### config.mk
export PLATFORM = sky130hd
export DESIGN_NAME = sdma_port_ready_sel_flat
export DESIGN_NICKNAME = d
export VERILOG_FILES = /design/src/rtl/sdma_port_ready_sel_if.sv /design/src/rtl/sdma_port_ready_sel.sv /design/src/flat_wrapper.sv
export SDC_FILE = /design/constraint.sdc
export NUM_CORES = 1
export LEC_CHECK = 0
export CAP_MARGIN = 20
export CORE_MARGIN = 4
export CORE_UTILIZATION = 65
export CTS_CLUSTER_DIAMETER = 80
export DETAILED_ROUTE_END_ITERATION = 12
export GPL_TIMING_DRIVEN = 0
export PLACE_DENSITY_LB_ADDON = 0.08
export SLEW_MARGIN = 25
export SYNTH_ARGS = -nofsm -noshare
export SYNTH_HDL_FRONTEND = slang
export SYNTH_SLANG_ARGS = --single-unit
export TNS_END_PERCENT = 30
### constraint.sdc
create_clock -name i_clk -period 7 [get_ports i_clk]
set_clock_uncertainty 0.15 [all_clocks]
set_input_delay 1.4 -clock i_clk [delete_from_list [all_inputs] [get_ports i_clk]]
set_output_delay 1.4 -clock i_clk [all_outputs]
set_load 0.01 [all_outputs]
### src/rtl/sdma_port_ready_sel_if.sv
// ----------------------------------------------------------------------------
// sdma_port_ready_sel_if
// Purpose : bundles the instruction handshake, per-port ready inputs, request
//           strobes and the selected ready / status outputs of
//           sdma_port_ready_sel into one interface.
// Modports:
//   master - SDMA controller side: drives instruction/port/request inputs,
//            observes selected ready and status flags.
//   slave  - the ready selector itself.
// Signals :
//   i_inst_start, i_inst_done            instruction start / finish pulses
//   i_inst_srcportid, i_inst_dstportid   port IDs, valid with start
//   i_port_ready [NPORT]                 per-port ready, bit k = port k
//   i_sport_req, i_dport_req             per-side transfer request
//   i_tmo_limit  [TMO_W]                 stall limit, 0 disables timeout
//   o_sdma_sportready, o_sdma_dportready selected, gated ready
//   o_sel_valid                          selection latched
//   o_badpid [2]                         sticky {dst,src} unmapped ID
//   o_sport_tmo, o_dport_tmo             sticky stall timeouts
// ----------------------------------------------------------------------------
interface sdma_port_ready_sel_if #(
  parameter int NPORT = 5,
  parameter int PID_W = 3,
  parameter int TMO_W = 16
) ();
  logic             i_inst_start;
  logic             i_inst_done;
  logic [PID_W-1:0] i_inst_srcportid;
  logic [PID_W-1:0] i_inst_dstportid;
  logic [NPORT-1:0] i_port_ready;
  logic             i_sport_req;
  logic             i_dport_req;
  logic [TMO_W-1:0] i_tmo_limit;
  logic             o_sdma_sportready;
  logic             o_sdma_dportready;
  logic             o_sel_valid;
  logic [1:0]       o_badpid;
  logic             o_sport_tmo;
  logic             o_dport_tmo;

  modport master (
    output i_inst_start, i_inst_done, i_inst_srcportid, i_inst_dstportid,
    output i_port_ready, i_sport_req, i_dport_req, i_tmo_limit,
    input  o_sdma_sportready, o_sdma_dportready, o_sel_valid, o_badpid,
    input  o_sport_tmo, o_dport_tmo
  );

  modport slave (
    input  i_inst_start, i_inst_done, i_inst_srcportid, i_inst_dstportid,
    input  i_port_ready, i_sport_req, i_dport_req, i_tmo_limit,
    output o_sdma_sportready, o_sdma_dportready, o_sel_valid, o_badpid,
    output o_sport_tmo, o_dport_tmo
  );
endinterface

### src/rtl/sdma_port_ready_sel.sv
// ----------------------------------------------------------------------------
// sdma_port_ready_sel
// Purpose : instruction-scoped ready selector. At an accepted instruction
//           start the source and destination port IDs are mapped through
//           PID_MAP to one of NPORT ready inputs; the chosen ready bits are
//           driven out (gated by the selection being valid). Per-side stall
//           counters raise sticky timeout flags; an unmapped ID falls back
//           to port 0 and raises a sticky badpid bit.
// Ports   :
//   i_clk    clock
//   i_rst_n  asynchronous active-low reset
//   bus      sdma_port_ready_sel_if.slave (handshake, ready inputs, status)
// ----------------------------------------------------------------------------
module sdma_port_ready_sel #(
  parameter int                     NPORT   = 5,
  parameter int                     PID_W   = 3,
  parameter logic [NPORT*PID_W-1:0] PID_MAP = {3'b111, 3'b110, 3'b101, 3'b100, 3'b000},
  parameter int                     TMO_W   = 16,
  parameter bit                     REG_OUT = 1'b1
) (
  input  logic                 i_clk,
  input  logic                 i_rst_n,
  sdma_port_ready_sel_if.slave bus
);

  localparam int IDX_W = (NPORT > 1) ? $clog2(NPORT) : 1;

  localparam logic [1:0] S_IDLE    = 2'd0;
  localparam logic [1:0] S_ACTIVE  = 2'd1;
  localparam logic [1:0] S_STALLED = 2'd2;

  // Returns {miss, index}. Scanning from the top down lets the lowest
  // matching slot win; a miss leaves index 0 (the fallback port).
  function automatic logic [IDX_W:0] f_decode(input logic [PID_W-1:0] id);
    logic [IDX_W:0] res;
    res        = '0;
    res[IDX_W] = 1'b1;
    for (int k = NPORT - 1; k >= 0; k--) begin
      if (PID_MAP[k*PID_W +: PID_W] == id) res = {1'b0, IDX_W'(k)};
    end
    return res;
  endfunction

  // Stall count update: saturate at the limit while stalled, clear on a
  // completed beat, hold when the side is not requesting.
  function automatic logic [TMO_W-1:0] f_cnt_next(input logic [TMO_W-1:0] cnt,
                                                  input logic             req,
                                                  input logic             rdy,
                                                  input logic [TMO_W-1:0] lim);
    logic [TMO_W-1:0] res;
    res = cnt;
    if (req && !rdy) begin
      if (cnt < lim) res = cnt + 1'b1;
    end else if (req) begin
      res = '0;
    end
    return res;
  endfunction

  logic [1:0]       r_state;
  logic [IDX_W-1:0] r_src_sel;
  logic [IDX_W-1:0] r_dst_sel;
  logic [1:0]       r_badpid;
  logic [TMO_W-1:0] r_scnt;
  logic [TMO_W-1:0] r_dcnt;
  logic             r_stmo;
  logic             r_dtmo;

  logic             w_valid;
  logic             w_active;
  logic             w_load;
  logic             w_release;
  logic             w_sready;
  logic             w_dready;
  logic             w_stmo_set;
  logic             w_dtmo_set;
  logic [TMO_W-1:0] w_scnt_nxt;
  logic [TMO_W-1:0] w_dcnt_nxt;
  logic [IDX_W:0]   w_src_dec;
  logic [IDX_W:0]   w_dst_dec;

  assign w_valid  = (r_state != S_IDLE);
  assign w_active = (r_state == S_ACTIVE);

  // A start is accepted from IDLE, or together with done while busy
  // (release and reload in one cycle). A lone start while busy is dropped.
  assign w_load    = bus.i_inst_start & (~w_valid | bus.i_inst_done);
  assign w_release = bus.i_inst_done & w_valid & ~bus.i_inst_start;

  assign w_src_dec = f_decode(bus.i_inst_srcportid);
  assign w_dst_dec = f_decode(bus.i_inst_dstportid);

  assign w_sready = bus.i_port_ready[r_src_sel] & w_valid;
  assign w_dready = bus.i_port_ready[r_dst_sel] & w_valid;

  assign w_scnt_nxt = f_cnt_next(r_scnt, bus.i_sport_req, w_sready, bus.i_tmo_limit);
  assign w_dcnt_nxt = f_cnt_next(r_dcnt, bus.i_dport_req, w_dready, bus.i_tmo_limit);

  // Compared against the live limit, so lowering it under an existing count
  // trips the timeout on the next edge even without further stalls.
  assign w_stmo_set = w_active & (bus.i_tmo_limit != '0) & (w_scnt_nxt >= bus.i_tmo_limit);
  assign w_dtmo_set = w_active & (bus.i_tmo_limit != '0) & (w_dcnt_nxt >= bus.i_tmo_limit);

  always_ff @(posedge i_clk or negedge i_rst_n) begin
    if (!i_rst_n) begin
      r_state   <= S_IDLE;
      r_src_sel <= '0;
      r_dst_sel <= '0;
      r_badpid  <= 2'b00;
      r_scnt    <= '0;
      r_dcnt    <= '0;
      r_stmo    <= 1'b0;
      r_dtmo    <= 1'b0;
    end else if (w_load) begin
      r_state   <= S_ACTIVE;
      r_src_sel <= w_src_dec[IDX_W-1:0];
      r_dst_sel <= w_dst_dec[IDX_W-1:0];
      r_badpid  <= {w_dst_dec[IDX_W], w_src_dec[IDX_W]};
      r_scnt    <= '0;
      r_dcnt    <= '0;
      r_stmo    <= 1'b0;
      r_dtmo    <= 1'b0;
    end else begin
      // Counters only move in ACTIVE; STALLED freezes them for the controller.
      if (w_active) begin
        r_scnt <= w_scnt_nxt;
        r_dcnt <= w_dcnt_nxt;
        r_stmo <= r_stmo | w_stmo_set;
        r_dtmo <= r_dtmo | w_dtmo_set;
      end
      if (w_release) begin
        r_state <= S_IDLE;
      end else if (w_stmo_set || w_dtmo_set) begin
        r_state <= S_STALLED;
      end
    end
  end

  generate
    if (REG_OUT) begin : g_reg
      logic r_sready;
      logic r_dready;
      logic w_drop;

      // Drop ready on the same edge the selection is released or reloaded,
      // so a registered ready never outlives its instruction.
      assign w_drop = bus.i_inst_done & w_valid;

      always_ff @(posedge i_clk or negedge i_rst_n) begin
        if (!i_rst_n) begin
          r_sready <= 1'b0;
          r_dready <= 1'b0;
        end else begin
          r_sready <= w_sready & ~w_drop;
          r_dready <= w_dready & ~w_drop;
        end
      end

      assign bus.o_sdma_sportready = r_sready;
      assign bus.o_sdma_dportready = r_dready;
    end else begin : g_comb
      assign bus.o_sdma_sportready = w_sready;
      assign bus.o_sdma_dportready = w_dready;
    end
  endgenerate

  assign bus.o_sel_valid = w_valid;
  assign bus.o_badpid    = r_badpid;
  assign bus.o_sport_tmo = r_stmo;
  assign bus.o_dport_tmo = r_dtmo;

endmodule

### src/flat_wrapper.sv
// flat-port wrapper written by rule: the top's interface ports become plain ports
module sdma_port_ready_sel_flat 
#(
  parameter int                     NPORT   = 5,
  parameter int                     PID_W   = 3,
  parameter logic [NPORT*PID_W-1:0] PID_MAP = {3'b111, 3'b110, 3'b101, 3'b100, 3'b000},
  parameter int                     TMO_W   = 16,
  parameter bit                     REG_OUT = 1'b1
)
  (i_clk, i_rst_n, bus_i_inst_start, bus_i_inst_done, bus_i_inst_srcportid, bus_i_inst_dstportid, bus_i_port_ready, bus_i_sport_req, bus_i_dport_req, bus_i_tmo_limit, bus_o_sdma_sportready, bus_o_sdma_dportready, bus_o_sel_valid, bus_o_badpid, bus_o_sport_tmo, bus_o_dport_tmo);
  sdma_port_ready_sel_if #(.NPORT(NPORT), .PID_W(PID_W), .TMO_W(TMO_W)) bus_i ();
  input  logic i_clk;
  input  logic i_rst_n;
  input wire logic [$bits(bus_i.i_inst_start)-1:0] bus_i_inst_start;
  input wire logic [$bits(bus_i.i_inst_done)-1:0] bus_i_inst_done;
  input wire logic [$bits(bus_i.i_inst_srcportid)-1:0] bus_i_inst_srcportid;
  input wire logic [$bits(bus_i.i_inst_dstportid)-1:0] bus_i_inst_dstportid;
  input wire logic [$bits(bus_i.i_port_ready)-1:0] bus_i_port_ready;
  input wire logic [$bits(bus_i.i_sport_req)-1:0] bus_i_sport_req;
  input wire logic [$bits(bus_i.i_dport_req)-1:0] bus_i_dport_req;
  input wire logic [$bits(bus_i.i_tmo_limit)-1:0] bus_i_tmo_limit;
  output wire logic [$bits(bus_i.o_sdma_sportready)-1:0] bus_o_sdma_sportready;
  output wire logic [$bits(bus_i.o_sdma_dportready)-1:0] bus_o_sdma_dportready;
  output wire logic [$bits(bus_i.o_sel_valid)-1:0] bus_o_sel_valid;
  output wire logic [$bits(bus_i.o_badpid)-1:0] bus_o_badpid;
  output wire logic [$bits(bus_i.o_sport_tmo)-1:0] bus_o_sport_tmo;
  output wire logic [$bits(bus_i.o_dport_tmo)-1:0] bus_o_dport_tmo;
  assign bus_i.i_inst_start = bus_i_inst_start;
  assign bus_i.i_inst_done = bus_i_inst_done;
  assign bus_i.i_inst_srcportid = bus_i_inst_srcportid;
  assign bus_i.i_inst_dstportid = bus_i_inst_dstportid;
  assign bus_i.i_port_ready = bus_i_port_ready;
  assign bus_i.i_sport_req = bus_i_sport_req;
  assign bus_i.i_dport_req = bus_i_dport_req;
  assign bus_i.i_tmo_limit = bus_i_tmo_limit;
  assign bus_o_sdma_sportready = bus_i.o_sdma_sportready;
  assign bus_o_sdma_dportready = bus_i.o_sdma_dportready;
  assign bus_o_sel_valid = bus_i.o_sel_valid;
  assign bus_o_badpid = bus_i.o_badpid;
  assign bus_o_sport_tmo = bus_i.o_sport_tmo;
  assign bus_o_dport_tmo = bus_i.o_dport_tmo;
  sdma_port_ready_sel #(.NPORT(NPORT), .PID_W(PID_W), .PID_MAP(PID_MAP), .TMO_W(TMO_W), .REG_OUT(REG_OUT)) u_core (.i_clk(i_clk), .i_rst_n(i_rst_n), .bus(bus_i));
endmodule
==> impl.org <==
** Run status
- Run status :: finished clean

** Cells and area
- After filler insertion, the fill cell instance count of the layout stands at 578.
- The post-route netlist has 4.20% of its cells at a drive strength greater than 1.
- Most common cell after layout, fill and taps aside :: nand2_1
- In the final layout, the multi-input gates occupy 3540 um2.
- In the final design database the tool counted 763 nets.
- 0 antenna diodes ended up in the layout.
- Layout area overhead :: 12.7%
- FF/Latch Area :: 1150 um2
- In the layout the commonest cells are 88 x nand2_1, 64 x ha_1, 49 x nand3_1, 46 x dfrtp_1.

** Timing
- Endpoints failing setup :: 0
- Fin. Hold Viols :: 0
- Fraction of the cycle the final worst path needs :: 86.9%
- For this run, the top clock speed supported by timing is 164 MHz.
- Setup repair after global routing left no endpoint under its margin.
- After routing, the total negative slack on setup checks comes to 0 ns.
- Max_slew headroom :: 33.7%
- The number of max-slew violations in the final report came to 0.
- Time the final worst path needs with I/O delays and setup :: 6.08 ns
- Slew of the pin with the lowest slew margin :: 0.986 ns

** Power and ir drop
- In this run the static leakage power is 2.55 nW.
- Peak supply drop :: 116 uV
- Total power of the final layout :: 0.793 mW
- Power spread over the standard cell area amounts to 144 nW/um2.

** Yosys
- Counting distinct cell types in the post-synthesis netlist gives 64.
- Most frequently used flop master after synthesis :: dfrtp_1
- Post-synth design cell area :: 4890 um2
- After synthesis, the share of flip-flops with an asynchronous set or reset is 100%.
- Synth warnings :: 0
- Of the post-synthesis cell area, the dominant cell type holds 23.5%.
- Counting every net in the synthesized netlist gives 717.
- Average size of a mapped cell :: 7.89 um2
- Sequential area share after synthesis :: 23.5%
- Cell count after synthesis :: 620
- Synthesis inferred 46 register bits.
- Counting flops with a built-in enable in the synthesized netlist gives 0.
- Yosys attributes the largest share of cell area to dfrtp_1 24%, ha_1 16%, nand2_1 6.8%, nand3_1 5.0%, mux2i_1 4.9%.
- Of all cell types, the one taking the most synthesized area is dfrtp_1.

** Global routing
- Maximum number of pins on one net before global-route repair :: 47
- The via count of the first global-routing pass came to 5165.
- The number of antenna violations at the first check in global routing was 0.
- Remaining global-route overflow :: 0
- Wire length of the first global-routing pass :: 25900 um
- In the global route stage, overall resource usage came out at 37.3%.

** Clock network
- CTS saw 46 sinks.
- Number of H-tree branching levels :: 2
- Number of buffers created by CTS :: 5
- Post-CTS Hold Buffers :: 0
- Clk_lat worst skew :: 0.32 ns
- After clock tree synthesis, the clock-pin slew on the worst setup and hold paths is 0.09 ns.
- The number of setup buffers added after CTS is 0.
- CTS Buffer Depth :: 2
- TritonCTS built the clock tree.
- Count of instances resized after the clock tree is built :: 0
- In this run the clock root is driven by a clkbuf_8.

** Placement
- Routability-driven placement finished with a final weighted congestion of 0.983.
- Buffers placed on the I/O ports in this run total 39.
- Placed wire-length estimate :: 12000 um

** Floorplan
- Die ar. :: 8980 um2
- From bottom edge to top edge, the die measures 94.7 um.
- Initial standard-cell utilization of the core :: 67.1%
- In this run the count of I/O pins placed on the die edge is 40.
- Core outline area :: 7290 um2
- After floorplanning, the core was divided into 31 placement rows.
- DIE WIDTH :: 94.7 um

** Worst setup path
- Counting both buffers and inverters, the worst setup path holds a total of 3.
- STA puts the critical path data arrival time at 6.09 ns.
- Start of the worst register-to-register path :: u_core.r_state[0]
- Delay-heaviest family, CP :: compound AO/OA/AOI/OAI gates
- For the worst setup path, the data required time is 7.01 ns.
- In this run the critical register-to-register path is captured at u_core.bus.o_dport_tmo.
- Cell occurring most often along the worst timing path :: a21oi_1
- The signal on the critical path passes through clkdlybuf4s50_1 -> mux2_4 -> and3_4 -> o31ai_1 -> clkbuf_1 -> clkbuf_1 -> nand2_1 -> mux2i_1 -> ha_1 -> a21oi_1 -> nand2_1 -> a211oi_1 -> o41ai_1 -> a21oi_1 -> a21oi_1.
- Critical path fanouts, max :: 10
- Setup slack of the worst register-to-register path :: 1.87 ns
- Critical Path Max Stage Delay :: 0.83 ns
- Among all stages on the critical path, the largest delay is contributed by o31ai_1.
- Kind of start point of the critical path :: input pin
- For the worst flop-to-flop path, the logic depth is 15.
- The worst setup path is captured at a flip-flop.
- Worst setup path class :: in2reg

** Min path
- Hold Path Origin :: u_core.bus.o_badpid[0]
- WHS Endpoint :: u_core.bus.o_badpid[0]
- Worst hold path type :: reg2reg
- Hold path depth :: 2

** Routing
- The first routing iteration left 657 violations.
- Dividing the detail-routed via count by the number of cells gives 7.12.
- Total wire length :: 16100 um
- # DRC :: 0
- For this run, the detailed router's first-pass iteration total came to 8.
- Routed Antenna Nets :: 0
- Detailed routing inserted a total of 5452 vias.
- After detailed routing, the average wire length per cell comes to 21.0 um.

** Flow run
- Number of maximum-capacitance violations :: 0
-- metal layers --
layer / global-route usage (%) / up-vias / share of wire, %
met4: 21.8 / 0 / 6.1
li1: - / 2453 / -
met5: 0 / - / 0
met3: 9.32 / 96 / 12
met2: 56.6 / 405 / 43
met1: 48.1 / 2498 / 39
-- kinds of logic after synthesis --
logic type,Yosys count,share of synthesized area [%]
AND/OR/NAND/NOR,282,29.3
flip-flops,46,23.5
AO/OA/AOI/OAI,147,20.8
XOR/XNOR,2,0.358
buffers and inverters,53,4.14
adder cells (fa/ha/maj),64,16.4
multiplexers,26,5.45
-- synth_stat cells, types with 2 or more instances --
cell       n
clkbuf_1  23
nand2b_1   2
a21o_1     9
nand2_1   88
nor2_1    38
a21boi_0   2
nand4_1   24
ha_1      64
o31ai_1    9
a211oi_1   6
nand3_1   49
nand3b_1   4
a211o_1    4
nor3_1    16
and4_1     2
mux2i_1   24
dfrtp_1   46
nor4_1    13
and3_1    13
a31o_2     3
a221o_1    3
or3_1      4
or4_1     10
xor2_1     2
buf_2      3
a21oi_1   35
o211ai_1  17
a32o_1     3
o311ai_0   2
nor2b_1    4
o21a_1     4
a22oi_1    2
inv_1     26
and2_1     5
o41ai_1    4
a31oi_1   10
o21ai_0   20
-- flip-flops by register name, summed over array words and instances, names as in the netlist, 2 cells and up --
| signal | flops |
|---|---|
| u_core.r_dcnt | 16 |
| u_core.r_scnt | 16 |
| u_core.r_dst_sel | 3 |
| u_core.bus.o_badpid | 2 |
| u_core.r_src_sel | 3 |
| u_core.r_state | 2 |
-- power by group --
| part | leakage, nW | internal (mW) | switching, mW |
|---|---|---|---|
| clock | 0.0575 | 0.100 | 0.103 |
| combinational | 1.87 | 0.102 | 0.182 |
| sequential | 0.629 | 0.282 | 0.0244 |
-- metrics by stage --
stage	utilization [%]	instances	hold WS (ns)	cell area [um2]	setup WS (ns)
finish	75.6	766	0.357	5510	0.920
global route	75.6	766	0.394	5510	0.808
floorplan	-	620	0.345	4890	2.35
CTS	75.6	766	0.354	5510	1.19
global placement	74.1	758	0.315	5410	1.06
detailed placement	74.1	758	0.338	5400	0.962
-- worst max-delay path by stage --
| stage | from | endpoint | slack (ns) | cells past startpoint |
|---|---|---|---|---|
| 6_report | bus_i_port_ready[2] | u_core.bus.o_dport_tmo | 0.92 | 15 |
| 5_1_grt | bus_i_tmo_limit[7] | u_core.r_state[0] | 0.81 | 16 |
| 4_1_cts | bus_i_port_ready[2] | u_core.bus.o_dport_tmo | 1.19 | 15 |
| 3_5_place_dp | bus_i_tmo_limit[7] | u_core.r_state[0] | 0.96 | 16 |
| 3_3_place_gp | bus_i_tmo_limit[15] | u_core.r_state[0] | 1.06 | 17 |
| 2_1_floorplan | bus_i_port_ready[2] | u_core.r_state[0] | 2.35 | 14 |
-- worst min-delay path: cells and delay by family, from the launching register on --
family	cells	cell delay, ns
AO/OA/AOI/OAI	1	0.05
flip-flops	1	0.37
AND/OR/NAND/NOR	1	0.05
-- cell type report --
type                       instances  share of cell area (%)
buffer                            26                    1.84
inverter                          27                    1.84
timing repair buffer              39                    7.04
clock buffer                       8                    2.00
multi-input combinational        521                    64.2
tap                               99                    2.25
sequential                        46                    20.9
Note: power is estimated with default switching activity, not from simulation.
